===== config.mk =====
export PLATFORM = sky130hd
export DESIGN_NAME = seq_alu
export DESIGN_NICKNAME = d
export VERILOG_FILES = /design/src/rtl/seq_alu.sv
export SDC_FILE = /design/constraint.sdc
export NUM_CORES = 1
export LEC_CHECK = 0
export CORE_ASPECT_RATIO = 1.1
export CORE_UTILIZATION = 25
export CTS_CLUSTER_DIAMETER = 80
export DETAILED_ROUTE_END_ITERATION = 10
export DONT_BUFFER_PORTS = 1
export SYNTH_ARGS = -nofsm -noshare
export SYNTH_HDL_FRONTEND = slang
export SYNTH_SLANG_ARGS = --single-unit

===== constraint.sdc =====
create_clock -name clk -period 3.5 [get_ports clk]
set_input_delay 0.7 -clock clk [delete_from_list [all_inputs] [get_ports clk]]
set_output_delay 0.7 -clock clk [all_outputs]
set_load 0.01 [all_outputs]

===== src/rtl/seq_alu.sv =====
// Clocked ALU with registered results and a start/done handshake.
// MUL (shift-add) and DIVU (restoring) iterate one bit per cycle.
module seq_alu #(
  parameter int WIDTH     = 8,
  parameter bit MULDIV_EN = 1'b1
) (
  input  logic             clk,
  input  logic             rst_n,
  input  logic             start,
  input  logic [3:0]       op,
  input  logic [WIDTH-1:0] in_a,
  input  logic [WIDTH-1:0] in_b,
  output logic             busy,
  output logic             done,
  output logic [WIDTH-1:0] rslt,
  output logic [WIDTH-1:0] rslt_hi,
  output logic             zero,
  output logic             carry,
  output logic             div_zero,
  output logic             illegal,
  output logic             dbg_state
);

  localparam int AW = $clog2(WIDTH);
  localparam logic [AW-1:0]    CNT_LAST = AW'(WIDTH - 1);
  localparam logic [WIDTH-1:0] W_LIM    = WIDTH'(WIDTH);

  localparam logic [3:0] OP_ADD  = 4'd0;
  localparam logic [3:0] OP_SUB  = 4'd1;
  localparam logic [3:0] OP_AND  = 4'd2;
  localparam logic [3:0] OP_OR   = 4'd3;
  localparam logic [3:0] OP_XOR  = 4'd4;
  localparam logic [3:0] OP_SHL  = 4'd5;
  localparam logic [3:0] OP_SHR  = 4'd6;
  localparam logic [3:0] OP_ROTL = 4'd7;
  localparam logic [3:0] OP_SLT  = 4'd8;
  localparam logic [3:0] OP_PAR  = 4'd9;
  localparam logic [3:0] OP_MOV  = 4'd10;
  localparam logic [3:0] OP_MUL  = 4'd11;
  localparam logic [3:0] OP_DIVU = 4'd12;

  typedef enum logic {IDLE = 1'b0, RUN = 1'b1} state_e;

  // Handshake: start is sampled on a rising edge only while busy=0; that edge
  // latches op/in_a/in_b. done is a one-cycle pulse marking the cycle in which
  // rslt/rslt_hi/flags first show the new result; they then hold until the
  // next accepted op completes. A start during the done cycle is accepted.

  state_e           state_q, state_d;
  logic [AW-1:0]    cnt_q, cnt_d;
  logic             is_div_q, is_div_d;
  logic [WIDTH-1:0] hi_q, hi_d;
  logic [WIDTH-1:0] lo_q, lo_d;
  logic [WIDTH-1:0] opb_q, opb_d;
  logic             done_q, done_d;
  logic [WIDTH-1:0] rslt_q, rslt_d;
  logic [WIDTH-1:0] rslt_hi_q, rslt_hi_d;
  logic             zero_q, zero_d;
  logic             carry_q, carry_d;
  logic             div_zero_q, div_zero_d;
  logic             illegal_q, illegal_d;

  // Single-cycle result path
  logic [WIDTH:0]     add_full;
  logic [2*WIDTH-1:0] rot_full;
  logic [WIDTH-1:0]   sc_rslt;
  logic               sc_carry;
  logic               op_muldiv;
  logic               sc_illegal;

  always_comb begin
    add_full   = {1'b0, in_a} + {1'b0, in_b};
    rot_full   = {in_a, in_a} << in_b[AW-1:0];
    op_muldiv  = (op == OP_MUL) || (op == OP_DIVU);
    sc_illegal = (op > OP_DIVU) || (op_muldiv && !MULDIV_EN);
    sc_rslt    = '0;
    sc_carry   = 1'b0;
    case (op)
      OP_ADD: begin
        sc_rslt  = add_full[WIDTH-1:0];
        sc_carry = add_full[WIDTH];
      end
      OP_SUB: begin
        sc_rslt  = in_a - in_b;
        sc_carry = in_a < in_b;
      end
      OP_AND:  sc_rslt = in_a & in_b;
      OP_OR:   sc_rslt = in_a | in_b;
      OP_XOR:  sc_rslt = in_a ^ in_b;
      OP_SHL:  sc_rslt = (in_b >= W_LIM) ? '0 : (in_a << in_b);
      OP_SHR:  sc_rslt = (in_b >= W_LIM) ? '0 : (in_a >> in_b);
      OP_ROTL: sc_rslt = rot_full[2*WIDTH-1:WIDTH];
      OP_SLT:  sc_rslt = {{(WIDTH-1){1'b0}}, (in_a < in_b)};
      OP_PAR:  sc_rslt = {{(WIDTH-1){1'b0}}, ^in_a};
      OP_MOV:  sc_rslt = in_b;
      default: sc_rslt = '0;
    endcase
  end

  // One iteration step: hi_q:lo_q is the partial product, or remainder:dividend
  logic [WIDTH:0]   mul_sum;
  logic [WIDTH:0]   div_tmp;
  logic [WIDTH:0]   div_sub;
  logic             div_ge;
  logic [WIDTH-1:0] step_hi;
  logic [WIDTH-1:0] step_lo;

  always_comb begin
    mul_sum = {1'b0, hi_q} + (lo_q[0] ? {1'b0, opb_q} : '0);
    div_tmp = {hi_q, lo_q[WIDTH-1]};
    div_sub = div_tmp - {1'b0, opb_q};
    div_ge  = div_tmp >= {1'b0, opb_q};
    if (is_div_q) begin
      step_hi = div_ge ? div_sub[WIDTH-1:0] : div_tmp[WIDTH-1:0];
      step_lo = {lo_q[WIDTH-2:0], div_ge};
    end else begin
      step_hi = mul_sum[WIDTH:1];
      step_lo = {mul_sum[0], lo_q[WIDTH-1:1]};
    end
  end

  always_comb begin
    state_d    = state_q;
    cnt_d      = cnt_q;
    is_div_d   = is_div_q;
    hi_d       = hi_q;
    lo_d       = lo_q;
    opb_d      = opb_q;
    done_d     = 1'b0;
    rslt_d     = rslt_q;
    rslt_hi_d  = rslt_hi_q;
    zero_d     = zero_q;
    carry_d    = carry_q;
    div_zero_d = div_zero_q;
    illegal_d  = illegal_q;
    case (state_q)
      IDLE: begin
        if (start) begin
          if (op_muldiv && MULDIV_EN) begin
            state_d  = RUN;
            cnt_d    = '0;
            is_div_d = (op == OP_DIVU);
            hi_d     = '0;
            lo_d     = in_a;
            opb_d    = in_b;
          end else begin
            done_d     = 1'b1;
            rslt_d     = sc_rslt;
            rslt_hi_d  = '0;
            zero_d     = (sc_rslt == '0);
            carry_d    = sc_carry;
            div_zero_d = 1'b0;
            illegal_d  = sc_illegal;
          end
        end
      end
      RUN: begin
        hi_d  = step_hi;
        lo_d  = step_lo;
        cnt_d = cnt_q + AW'(1);
        if (cnt_q == CNT_LAST) begin
          state_d    = IDLE;
          cnt_d      = '0;
          done_d     = 1'b1;
          rslt_d     = step_lo;
          rslt_hi_d  = step_hi;
          zero_d     = is_div_q ? (step_lo == '0) : ((step_lo == '0) && (step_hi == '0));
          carry_d    = 1'b0;
          div_zero_d = is_div_q && (opb_q == '0);
          illegal_d  = 1'b0;
        end
      end
      default: state_d = IDLE;
    endcase
  end

  always_ff @(posedge clk or negedge rst_n) begin
    if (!rst_n) begin
      state_q    <= IDLE;
      cnt_q      <= '0;
      is_div_q   <= 1'b0;
      hi_q       <= '0;
      lo_q       <= '0;
      opb_q      <= '0;
      done_q     <= 1'b0;
      rslt_q     <= '0;
      rslt_hi_q  <= '0;
      zero_q     <= 1'b0;
      carry_q    <= 1'b0;
      div_zero_q <= 1'b0;
      illegal_q  <= 1'b0;
    end else begin
      state_q    <= state_d;
      cnt_q      <= cnt_d;
      is_div_q   <= is_div_d;
      hi_q       <= hi_d;
      lo_q       <= lo_d;
      opb_q      <= opb_d;
      done_q     <= done_d;
      rslt_q     <= rslt_d;
      rslt_hi_q  <= rslt_hi_d;
      zero_q     <= zero_d;
      carry_q    <= carry_d;
      div_zero_q <= div_zero_d;
      illegal_q  <= illegal_d;
    end
  end

  assign busy      = (state_q == RUN);
  assign done      = done_q;
  assign rslt      = rslt_q;
  assign rslt_hi   = rslt_hi_q;
  assign zero      = zero_q;
  assign carry     = carry_q;
  assign div_zero  = div_zero_q;
  assign illegal   = illegal_q;
  assign dbg_state = state_q;

endmodule

==> run summary, run 1 <==
The tools report the data required time at the worst endpoint as 3.74 ns. The clock root buffer master was clkbuf_16. Based on the critical path, the design can be clocked at up to 325.9 MHz. The average instance area after synthesis is 7.927 um2. Net switching is 47.56% of the power. The die is 156.9 um tall.

The source-to-sink clock delay at the later pin of the worst-skew pair was 0.30 ns; the antenna violation net count after detailed routing was 0. In this run the horizontal extent of the chip is 142.8 um. After global routing the overflow that remains totals 0. During I/O placement, the number of pins put on the boundary was 46. The number of warnings printed during yosys synthesis was 0.

In this run the cell area of the synthesized design comes to 5454 um2. The final count of hold timing violations is 0. The area of the die is 22410 um2. The async set-reset flop share out of synthesis was 100.0%; the global-route total usage across every layer was 16.47%. The logs give 0 for the final count of pins violating max slew and 948 for the total placed cells including tap cells. After synthesis the netlist holds a flip-flop and latch count of 50.

Summed over all nets, the switching power comes to 0.002149 W. At the worst endpoint, the arrival time is 3.31 ns. Wires add up to 18.11 mm. Synthesis produced a netlist with a net count of 758. For this run, the detailed router's first-pass iteration total came to 6. In the final layout, the share of cells above drive strength 1 is 6.306%. Hold repair after CTS inserted 0 buffers. The initial utilization of the core area, before any placement, comes to 25.52%. The layout net count came out at 735. The final total power was 0.004519 W. In this run, synthesis inferred 0 flip-flops with an integrated enable. After the flow finishes, the layout carries non-filler instances totaling 956. Clock-pin slew was measured on the worst setup and hold paths at 0.07 ns.

For the post-cts repair resize count, the log shows 0. In the final routed layout, each cell accounts on average for 18.94 um. Once routing completed, OpenROAD measured the worst setup slack at 0.4320 ns. Synthesis produced 688 cells. TritonCTS built the clock tree. Counting cells, the worst reg-to-reg path comes to 12.

Clock skew on the completed layout was measured at 0.007657 ns. Among all flip-flop cells after synthesis, the most frequent one is dfrtp_1. The run finished with clean final reports.

Before CTS, the worst setup slack after placement is 0.1590 ns. The period utilization works out to 87.66%. The portion of total power attributed to sequential cells was 26.1%.

The internal portion of total power is 0.002370 W. The type of destination of the critical path is a flop. Summing the sequential cell areas from Yosys gives 22.94% of the chip area.

The slew at the pin with the worst max-slew slack was 0.8602 ns. In this run the worst hold path is classified as primary input to asynchronous set/reset pin. The largest fanout of any net on the critical path is 10. The tools report the part of the total power dissipated in the clock network as 14.1%.

Routability-driven placement finished with a final weighted congestion of 0.9459. IR analysis of the VDD net gives a maximum drop of 0.0003153 V. The first global-routing pass estimated 28.25 mm of wire.

The routed layout has 5144 vias. The critical path launch point type is a primary input. The detail-routed via count per cell is 5.381, and the post-synthesis to final-layout area growth is 8.373%. Core footprint: 21370 um2. The number of antenna violations at the first check in global routing came out at 0. Counting I/O delays and the setup requirement, the final critical path takes 3.068 ns.

Counting every sink on the clock net gives 50. The start-to-end type of the worst setup path was primary input to flop. The number of global-route vias before repair is 4831, and the maximum number of pins on one net before global-route repair is 51. Of the total power, combinational logic draws 59.8%.

Summed over all cells, the static leakage comes to 2.514 nW. The tools report the H-tree depth as 2. The logs give 477 for the initial DRC count and 77 for the unique cell type count in the Yosys netlist. No sink is reached through more buffers than the 2 on the longest clock path. The total negative slack for setup checks was 0 ns; the number of buffer cells added on primary ports was 0. The number of standard-cell rows in the floorplan is 56.

Setup violations remaining at the end of the flow were counted as 0. The run gives 13.80 mm as the total half-perimeter wirelength after legalization and detailed placement. Headroom to the max-slew limit came out at 42.39%.

The total inserted antenna cells is 0. In this run the post-CTS setup repair buffer count came out at 0. After detailed routing, the number of remaining DRC violations is 0.

The count of maximum capacitance violations came out at 0. Setup repair after global routing left no endpoint under its margin. The number of clock buffers added by TritonCTS is 5. The total power per unit cell area came out at 764.6 nW/um2.
[path summary, 6_finish.rpt]
| kind | slack [ns] | end | start |
|---|---|---|---|
| hold / removal | 0.1 | opb_q[0] | rst_n |
| setup / recovery | 0.43 | zero | in_a[0] |
| hold reg to reg | 0.52 | cnt_q[0] | cnt_q[0] |
| max in group asynchronous | 3.31 | rslt[2] | rst_n |
| min in group clk | 0.52 | cnt_q[0] | cnt_q[0] |
| setup reg to reg | 0.52 | zero | opb_q[0] |
[logic make-up (layout without fill, tap and decap cells)]
kind of cell | count (synthesis) | count (layout) | synth area share [%]
buf+inv | 90 | 68 | 7.065
flops | 50 | 50 | 22.94
xor+xnor | 13 | 13 | 2.088
mux | 32 | 32 | 8.580
fa+ha+maj | 47 | 47 | 11.33
compound gates | 205 | 205 | 25.10
simple gates | 251 | 251 | 22.90
[critical path, cell delays in order]
cell and delay (ns):
inv_1 0.09, ha_1 0.20, inv_1 0.06, fa_1 0.42, nor2_1 0.12, a21oi_1 0.05, a221oi_1 0.43, o311ai_0 0.34
nor3_1 0.22, nand4b_1 0.11, or4_1 0.49, nand2_1 0.07
[cell type report]
cell class              count  area, um2
repair buffers             15      112.6
flip-flops and latches     50       1251
fillers                  2337      15460
inverters                  45      168.9
clock inverters             3      68.82
clock buffers               5      125.1
well taps                 290      362.8
multi-input cells         548       3821
[metrics by stage]
stage                     hold slack, ns  util (%)  area, um2
after floorplan                   0.4044         -       5454
after global placement            0.4067     26.75       5717
after detailed placement          0.4072     26.75       5717
after CTS                        0.08764     27.66       5911
after global routing             0.08043     27.66       5911
final                            0.09557     27.66       5911
[registers in the layout (all words and copies together), names as in the netlist]
name / flops
hi_q: 8
lo_q: 8
opb_q: 8
rslt: 8
rslt_hi: 8
cnt_q: 3
busy: 1
carry: 1
div_zero: 1
done: 1
illegal: 1
is_div_q: 1
zero: 1
[Yosys cell counts (all sizes together), types with 11 or more instances]
cell type / number / area share, %
inv: 43 / 3.0
dfrtp: 50 / 23
a21oi: 48 / 4.4
a31oi: 11 / 1.3
nor3: 18 / 1.7
a21o: 13 / 1.8
ha: 43 / 9.9
a211oi: 18 / 2.6
nor2: 54 / 3.7
clkbuf: 23 / 1.6
xnor2: 12 / 1.9
nand2: 80 / 5.5
o21ai: 45 / 4.1
buf: 22 / 2.4
mux2i: 19 / 3.5
nand3: 21 / 1.9
and2: 11 / 1.3
[power groups by stage]
stage	Clock [W]	Combinational, W	Sequential (W)
finish	0.000638	0.00270	0.00118
global route	0.000674	0.00304	0.00122
CTS	0.000648	0.00270	0.00118
detailed placement	0	0.00268	0.00119
global placement	0	0.00265	0.00119
floorplan	0	0.00212	0.00107
[layer usage]
metal  wire length [um]  global-route usage, %  vias up
li1                   -                      -     2471
met1               8041                  22.56     2468
met2               8435                  26.47      177
met3               1159                  2.343       28
met4                469                  5.325        0
met5                  0                      0        -
[placed cells by master (no fill, tap or decap), drive strengths merged, types with 6 or more instances in the layout]
cell     count
nand3       21
o21ai       45
inv         43
nor3        18
and2        11
mux4        10
mux2i       19
a21oi       48
buf         15
and3         6
or4          6
a211o        7
ha          43
nor2b        6
nand2       80
nor3b        6
o2111ai      7
dfrtp       50
nand2b      10
nor2        54
nor4         6
a21o        13
a211oi      18
xnor2       12
a31oi       11
No activity file was read; power rests on OpenSTA's default activity.
==> run 2: changes to the inputs <==
CTS_CLUSTER_SIZE = 24   (was default)
clock period = 2.65 ns   (was 3.5 ns; I/O delays follow)
==> run 2 against run 1 <==
Compared with the run above:
- first-iteration DRC count is 12% lower
- combinational power is 95% higher
- flip-flop and latch count stayed put
- register-to-register slack worse by 0.46 ns
- die area stayed put
- critical path depth is 2 lower
- cell area is 17% higher
- clock skew hardly changed
- hold slack worse by 0.020 ns
- sequential share of layout area is 3.1 points lower
- sequential power is 28% higher
- total power is 67% higher
- critical path type unchanged
==> run summary, run 2 (synthesized netlist as in run 1, its figures left out) <==
The largest buffer count on any clock path is 2 (unchanged). After layout, the worst path uses 98.59% of the clock period. The start-to-end type of the worst setup path was primary input to flop (unchanged).

The clock root buffer master was clkbuf_16 (unchanged). The tools report the met2 global-route usage as 30.23% (was 26.47%). Commonest cells after routing, fill and taps aside: buf_4 (116), nand2_1 (79), nor2_1 (51), dfrtp_1 (48), a21oi_1 (43) (was nand2_1 (80), nor2_1 (54), dfrtp_1 (50), a21oi_1 (47), o21ai_0 (44)). The number of antenna violations at the first check in global routing is 0 (unchanged). The tools report the final count of negative-setup-slack endpoints as 0 (unchanged). TritonCTS built the clock tree. The source-to-sink clock delay at the later pin of the worst-skew pair is 0.30 ns (about the same).

The run gives 4086 um2 (was 3821 um2) as the multi-input combinational cell area. The run gives 51 (unchanged) as the maximum number of pins on one net before global-route repair. The path type of the worst min-delay path is primary input to asynchronous set/reset pin (unchanged). Core footprint: 21370 um2 (unchanged).

The final count of hold timing violations is 0 (unchanged), and the I/O pin total is 46 (unchanged). The starting density of the core is 25.52% (unchanged), and the shortest period the worst path allows is 2.613 ns. For the number of global-route vias before repair, the log shows 5410 (was 4831).

The tools report the number of iterations in the first detailed-routing pass as 5 (was 6). The run gives 5 (unchanged) as the CTS buffer count. The total inserted antenna cells came out at 0 (unchanged). The most prevalent standard cell on the critical path is nand2_1 (was inv_1). The logs give 5532 (was 5144) for the total vias in the final route and 0.9427 (was 0.9459) for the weighted congestion at the end of routability-driven global placement.

The fraction of final layout cells sized beyond drive strength 1 is 24.87% (was 6.306%). The floorplan die height works out to 156.9 um (unchanged). The total half-perimeter wirelength after legalization and detailed placement is 14.85 mm (was 13.80 mm). The logs give 0 (unchanged) for the antenna violation net count after detailed routing and 0 (unchanged) for the global-route congestion overflow total. The tools report the initial DRC count as 421 (was 477).

The leakage power of the design was 3.066 nW (was 2.514 nW); the count of maximum capacitance violations was 0 (unchanged). The tools report the number of standard-cell rows in the floorplan as 56 (unchanged). Setup repair after global routing could not meet its margin everywhere. The tools report the area of the die as 22410 um2 (unchanged).

The logs give 1254 um2 (was 1251 um2) for the area taken by flip-flops and latches and 0.06 ns (was 0.52 ns) for the flop-to-flop setup slack. The relative slew slack was 44.46% (was 42.39%). The arrival time at the worst endpoint came out at 2.85 ns (was 3.31 ns).

The tools report the final count of pins violating max slew as 0 (unchanged). The sum of routed wire length over all layers was 19.35 mm (was 18.11 mm); the number of sinks handled by clock tree synthesis was 50 (unchanged). The logs give 2 (unchanged) for the H-tree depth and 2.677% (was 2.343%) for the fraction of met3 tracks used by global routing.

For the met1 track utilization from global routing, the log shows 22.31% (was 22.56%). Mean routed wirelength per cell: 18.29 um (was 18.94 um). Sequence of cells on the critical path: ha_1 > fa_1 > buf_4 > a221o_1 > nand2_1 > o2111ai_1 > a31oi_1 > nand4b_1 > or4_4 > nand2_1 (was inv_1 > ha_1 > inv_1 > fa_1 > nor2_1 > a21oi_1 > a221oi_1 > o311ai_0 > nor3_1 > nand4b_1 > or4_1 > nand2_1).

The data required time at the worst endpoint is 2.89 ns (was 3.74 ns), and the total power per unit cell area is 1087 nW/um2 (was 764.6 nW/um2). The flow ran to the end, and the final reports show no timing, DRC or antenna violations. The largest fanout of any net on the critical path is 10 (unchanged).

The detail-routed via count per cell was 5.229 (was 5.381). For the total negative slack for setup checks, the log shows 0 ns (unchanged). The layer carrying the most global-route usage was met2 (unchanged). For the worst voltage drop across the vdd grid, the log shows 0.0003963 V (was 0.0003153 V). The post-CTS clock slew at the launch and capture registers of the worst setup and hold paths is 0.07 ns (about the same). The number of fillers in the final layout was 2245 (was 2337); the stage delay of the slowest cell on the critical path was 0.51 ns (was 0.49 ns).

The layout net count is 837 (was 735). The tools report the residual DRC count as 0 (unchanged). The critical path launch point type is a primary input (unchanged). The number of buffer cells added on primary ports was 0 (unchanged). The worst-case clock skew was 0.007758 ns (was 0.007657 ns). The tools report the type of destination of the critical path as a flop (unchanged).

The global-route total usage across every layer is 17.65% (was 16.47%), and the slew at the pin with the worst max-slew slack is 0.8292 ns (was 0.8602 ns). The post-synthesis to final-layout area growth works out to 27.30% (was 8.373%). Final total power: 0.007549 W (was 0.004519 W). Static timing analysis puts the maximum clock frequency at 382.7 MHz. Global-route wire length before repair: 30.50 mm (was 28.25 mm). Leading cell type in the layout, fill and taps excluded: buf_4 (was nand2_1). The horizontal die dimension works out to 142.8 um (unchanged).

The slowest stage cell on the critical path was or4_4 (was or4_1).
[run 2: changes by cell type in the layout (fill, tap and decap cells not counted), moves of 3 or more]
| cell | previous run | this run |
|---|---|---|
| buf_4 | 15 | 116 |
| a21oi_2 | 1 | 4 |
| o21ai_1 | 1 | 4 |
| inv_2 | 0 | 5 |
| nor3_2 | 0 | 4 |
| o21ai_0 | 44 | 39 |
| or4_4 | 0 | 3 |
| a21oi_1 | 47 | 43 |
| or4_1 | 6 | 3 |
| ha_4 | 0 | 6 |
| nor2_1 | 54 | 51 |
| inv_1 | 43 | 38 |
| ha_1 | 43 | 36 |
| nor3_1 | 18 | 14 |
[run 2: where the power goes]
group	switching (W)	leakage (nW)	total, W	internal (W)
clock network	0.000313	0.0848	0.000766	0.000453
registers	0.000388	0.603	0.00151	0.00112
logic	0.00268	2.38	0.00527	0.00259
[run 2: per-stage QoR]
step,area [um2],utilization (%),hold slack (ns),setup slack [ns],cells
finish,6943,32.49,0.07532,0.03732,1058
floorplan,5514,-,0.2344,-0.2401,688
global placement,6462,30.24,0.2359,-0.5133,1042
CTS,6744,31.56,0.09754,-0.01690,1052
detailed placement,6462,30.24,0.2357,-0.5015,1042
global route,6943,32.49,0.09639,-0.08151,1058
[run 2: final timing paths]
path,from,to,cells after the start
max reg2reg,opb_q[4],zero,10
max,in_a[0],zero,10
max in group asynchronous,rst_n,zero,1
min reg2reg,cnt_q[2],cnt_q[2],2
min in group clk,in_b[3],opb_q[3],2
min,rst_n,hi_q[3],1
[run 2: critical path: cells and delay by family]
family                   cells  cell delay, ns
buffers and inverters        1            0.16
AND/OR/NAND/NOR              4            0.82
AO/OA/AOI/OAI                3            0.69
adder cells (fa/ha/maj)      2            0.62
[run 2: layout make-up]
type | instances | area share, %
Inverter | 45 | 2.433
Clock buffer | 5 | 1.802
Timing Repair Buffer | 117 | 12.94
Sequential cell | 50 | 18.06
Tap cell | 290 | 5.226
Clock inverter | 3 | 0.6848
Multi-Input combinational cell | 548 | 58.86
[run 2: repair_timing]
action / 4_1_cts / 5_1_grt
endpoints found under the setup margin: 7 / 13
hold buffers: 1 / 0
resized for setup: 16 / 39
setup buffers: 1 / 6
pin swaps: 5 / 13
endpoints found under the hold margin: 50 / 0
[run 2: routing by layer]
layer	up-vias	share of wire [%]
li1	2677	-
met1	2605	42
met2	215	48
met3	35	6.7
met4	0	3.1
met5	-	0
==> run 3: changes to the inputs <==
HOLD_SLACK_MARGIN = 0.15   (was default)
SKIP_CTS_REPAIR_TIMING = 1   (was default)
==> run 3 against run 2 <==
Compared with the run above:
- largest cell class unchanged
- via count up 0.58%
- critical endpoint unchanged
- clock skew down 0.0012 ns
- flip-flop and latch count unchanged
- global-route usage down 0.14 points
- hold slack better by 0.28 ns
- non-clock buffer count up 1
==> run summary, run 3 (synthesized netlist as in run 1, its figures left out) <==
For the post-route cell area, the log shows 6940 um2 (was 6943 um2). The logs give 46 (unchanged) for the I/O pin total and 0 (unchanged) for the number of antenna violations at the first check in global routing. The layout net count came out at 838 (was 837). The tools report the CTS buffer count as 5 (unchanged). The area taken by flip-flops and latches is 1252 um2 (was 1254 um2), and the shortest period the worst path allows is 2.627 ns (was 2.613 ns).

The tools report the largest buffer count on any clock path as 2 (unchanged). Layer carrying the most global-route usage: met2 (unchanged). Stage delay of the slowest cell on the critical path: 0.48 ns (was 0.51 ns). The largest fanout of any net on the critical path was 2 (was 10). The tools report the type of destination of the critical path as a flop (unchanged).

The tools report the number of iterations in the first detailed-routing pass as 8 (was 5). The post-CTS clock slew at the launch and capture registers of the worst setup and hold paths is 0.07 ns (about the same). The start-to-end type of the worst setup path is flop to flop (was primary input to flop). The number of cells on the worst reg-to-reg path is 11 (was 10), and the number of cells on the critical path is 11 (was 10).

The number of sinks handled by clock tree synthesis was 50 (unchanged); the fraction of met3 tracks used by global routing was 2.677% (unchanged). The fraction of final layout cells sized beyond drive strength 1 is 24.71% (was 24.87%), and the total vias in the final route is 5564 (was 5532). The final count of hold timing violations is 0 (unchanged). The starting density of the core was 25.52% (unchanged). The weighted congestion at the end of routability-driven global placement was 0.9427 (unchanged). The data required time at the worst endpoint came out at 2.89 ns (about the same).

For the number of standard-cell rows in the floorplan, the log shows 56 (unchanged). The run gives 6462 um2 (unchanged) as the placed cell area. Slew at the pin with the worst max-slew slack: 0.8602 ns (was 0.8292 ns).

Family with the most delay on the worst path: simple AND/OR/NAND/NOR gates (unchanged). The global-route total usage across every layer was 17.50% (was 17.65%). The run gives 2 (unchanged) as the H-tree depth. Commonest cells after routing, fill and taps aside: buf_4 (116), nand2_1 (79), nor2_1 (51), dfrtp_1 (49), a21oi_1 (42) (was buf_4 (116), nand2_1 (79), nor2_1 (51), dfrtp_1 (48), a21oi_1 (43)). The worst hold path passes through 2 cells.

The tools report the total half-perimeter wirelength after legalization and detailed placement as 14.85 mm (unchanged). The tools report the source-to-sink clock delay at the later pin of the worst-skew pair as 0.30 ns (about the same). The path type of the worst min-delay path was primary input to flop (was primary input to asynchronous set/reset pin). The relative slew slack is 42.39% (was 44.46%), and the final total power is 0.007565 W (was 0.007549 W).

The leading cell type in the layout, fill and taps excluded is buf_4 (unchanged). The number of buffer cells added on primary ports is 0 (unchanged), and the leakage power of the design is 3.060 nW (was 3.066 nW). The multi-input combinational cell area is 4075 um2 (was 4086 um2). For the total inserted antenna cells, the log shows 0 (unchanged). The run finished with clean final reports. The run gives 30.00% (was 30.23%) as the met2 global-route usage. Setup repair after global routing could not meet its margin everywhere. The clock root buffer master was clkbuf_16 (unchanged).

The tools report the global-route congestion overflow total as 0 (unchanged). The period utilization works out to 99.15% (was 98.59%). The number of global-route vias before repair was 5360 (was 5410); the mean routed wirelength per cell was 18.40 um (was 18.29 um).

Slowest stage cell on the critical path: fa_1 (was or4_4). The maximum number of pins on one net before global-route repair came out at 51 (unchanged). Critical path launch point type: a flop (was a primary input). The run gives 0 (unchanged) as the final count of negative-setup-slack endpoints. The count of maximum capacitance violations was 0 (unchanged); the area of the die was 22410 um2 (unchanged).

The arrival time at the worst endpoint was 2.87 ns (was 2.85 ns); the detail-routed via count per cell was 5.254 (was 5.229). The worst voltage drop across the vdd grid is 0.0004084 V (was 0.0003963 V). The number of buffer and inverter instances along the worst setup path was 2 (was 1). The total power per unit cell area works out to 1090 nW/um2 (was 1087 nW/um2). TritonCTS built the clock tree. The number of fillers in the final layout is 2251 (was 2245). The logs give 21370 um2 (unchanged) for the core footprint and 30.24 mm (was 30.50 mm) for the global-route wire length before repair.

The residual DRC count was 0 (unchanged); the worst-case clock skew was 0.006550 ns (was 0.007758 ns). The run gives 0 (unchanged) as the antenna violation net count after detailed routing. The run gives 19.49 mm (was 19.35 mm) as the sum of routed wire length over all layers. The floorplan die height was 156.9 um (unchanged).

The achievable clock frequency was 380.6 MHz (was 382.7 MHz). The final count of pins violating max slew is 0 (unchanged), and the horizontal die dimension is 142.8 um (unchanged). Post-synthesis to final-layout area growth: 27.25% (was 27.30%). Sequence of cells on the critical path: inv_2 > ha_2 > inv_2 > fa_1 > o21ai_1 > a31oi_1 > a311o_1 > or4_4 > nor4b_4 > a31oi_1 > nand2_1 (was ha_1 > fa_1 > buf_4 > a221o_1 > nand2_1 > o2111ai_1 > a31oi_1 > nand4b_1 > or4_4 > nand2_1).

For the met1 track utilization from global routing, the log shows 22.11% (was 22.31%). The tools report the initial DRC count as 462 (was 421).
## run 3: cell types whose count changed in the layout (fill, tap and decap cells not counted), sizes merged
cell | previous run | this run
dlygate4sd3 | 0 | 1
## run 3: power breakdown
part	total, W	leakage (nW)	internal [W]	switching, W
Combinational	0.00528	2.37	0.00259	0.00269
Sequential	0.00151	0.605	0.00112	0.000390
Clock	0.000769	0.0848	0.000453	0.000316
## run 3: cell type report
cell class,count,area share (%)
sequential,50,18.05
clock inverter,3,0.6851
inverter,45,2.434
tap,290,5.228
multi-input combinational,548,58.72
clock buffer,5,1.803
timing repair buffer,118,13.09
## run 3: worst reg2reg max path, cell delays in order (launching register included)
cell and delay, ns:
dfrtp_1 0.40, inv_2 0.09, ha_2 0.18, inv_2 0.04, fa_1 0.48, o21ai_1 0.10, a31oi_1 0.09, a311o_1 0.30
or4_4 0.44, nor4b_4 0.28, a31oi_1 0.11, nand2_1 0.07
## run 3: worst paths after layout
path                          start    endpoint  slack (ns)
min                         in_b[5]    opb_q[5]        0.35
max reg2reg                 lo_q[7]        zero        0.02
min reg2reg                cnt_q[2]    cnt_q[2]        0.54
min in group asynchronous     rst_n  rslt_hi[4]        0.75
max in group asynchronous     rst_n        busy        1.67
max                         lo_q[7]        zero        0.02
## run 3: per-stage QoR
step / setup TNS (ns) / instances / utilization (%) / hold WS (ns) / setup slack (ns)
2_1_floorplan: -0.2401 / 688 / - / 0.2344 / -0.2401
3_3_place_gp: -1.068 / 1042 / 30.24 / 0.2359 / -0.5133
3_5_place_dp: -1.264 / 1042 / 30.24 / 0.2357 / -0.5015
4_1_cts: -0.7029 / 1050 / 31.05 / -0.08613 / -0.2022
5_1_grt: -0.2346 / 1059 / 32.48 / 0.3489 / -0.08949
6_report: 0 / 1059 / 32.48 / 0.3510 / 0.02263
## run 3: metal layers
layer  share of wire, %  routed length [um]
met4                2.7                 524
met3                6.4                1250
met5                  0                   0
met1                 42                8234
met2                 49                9477
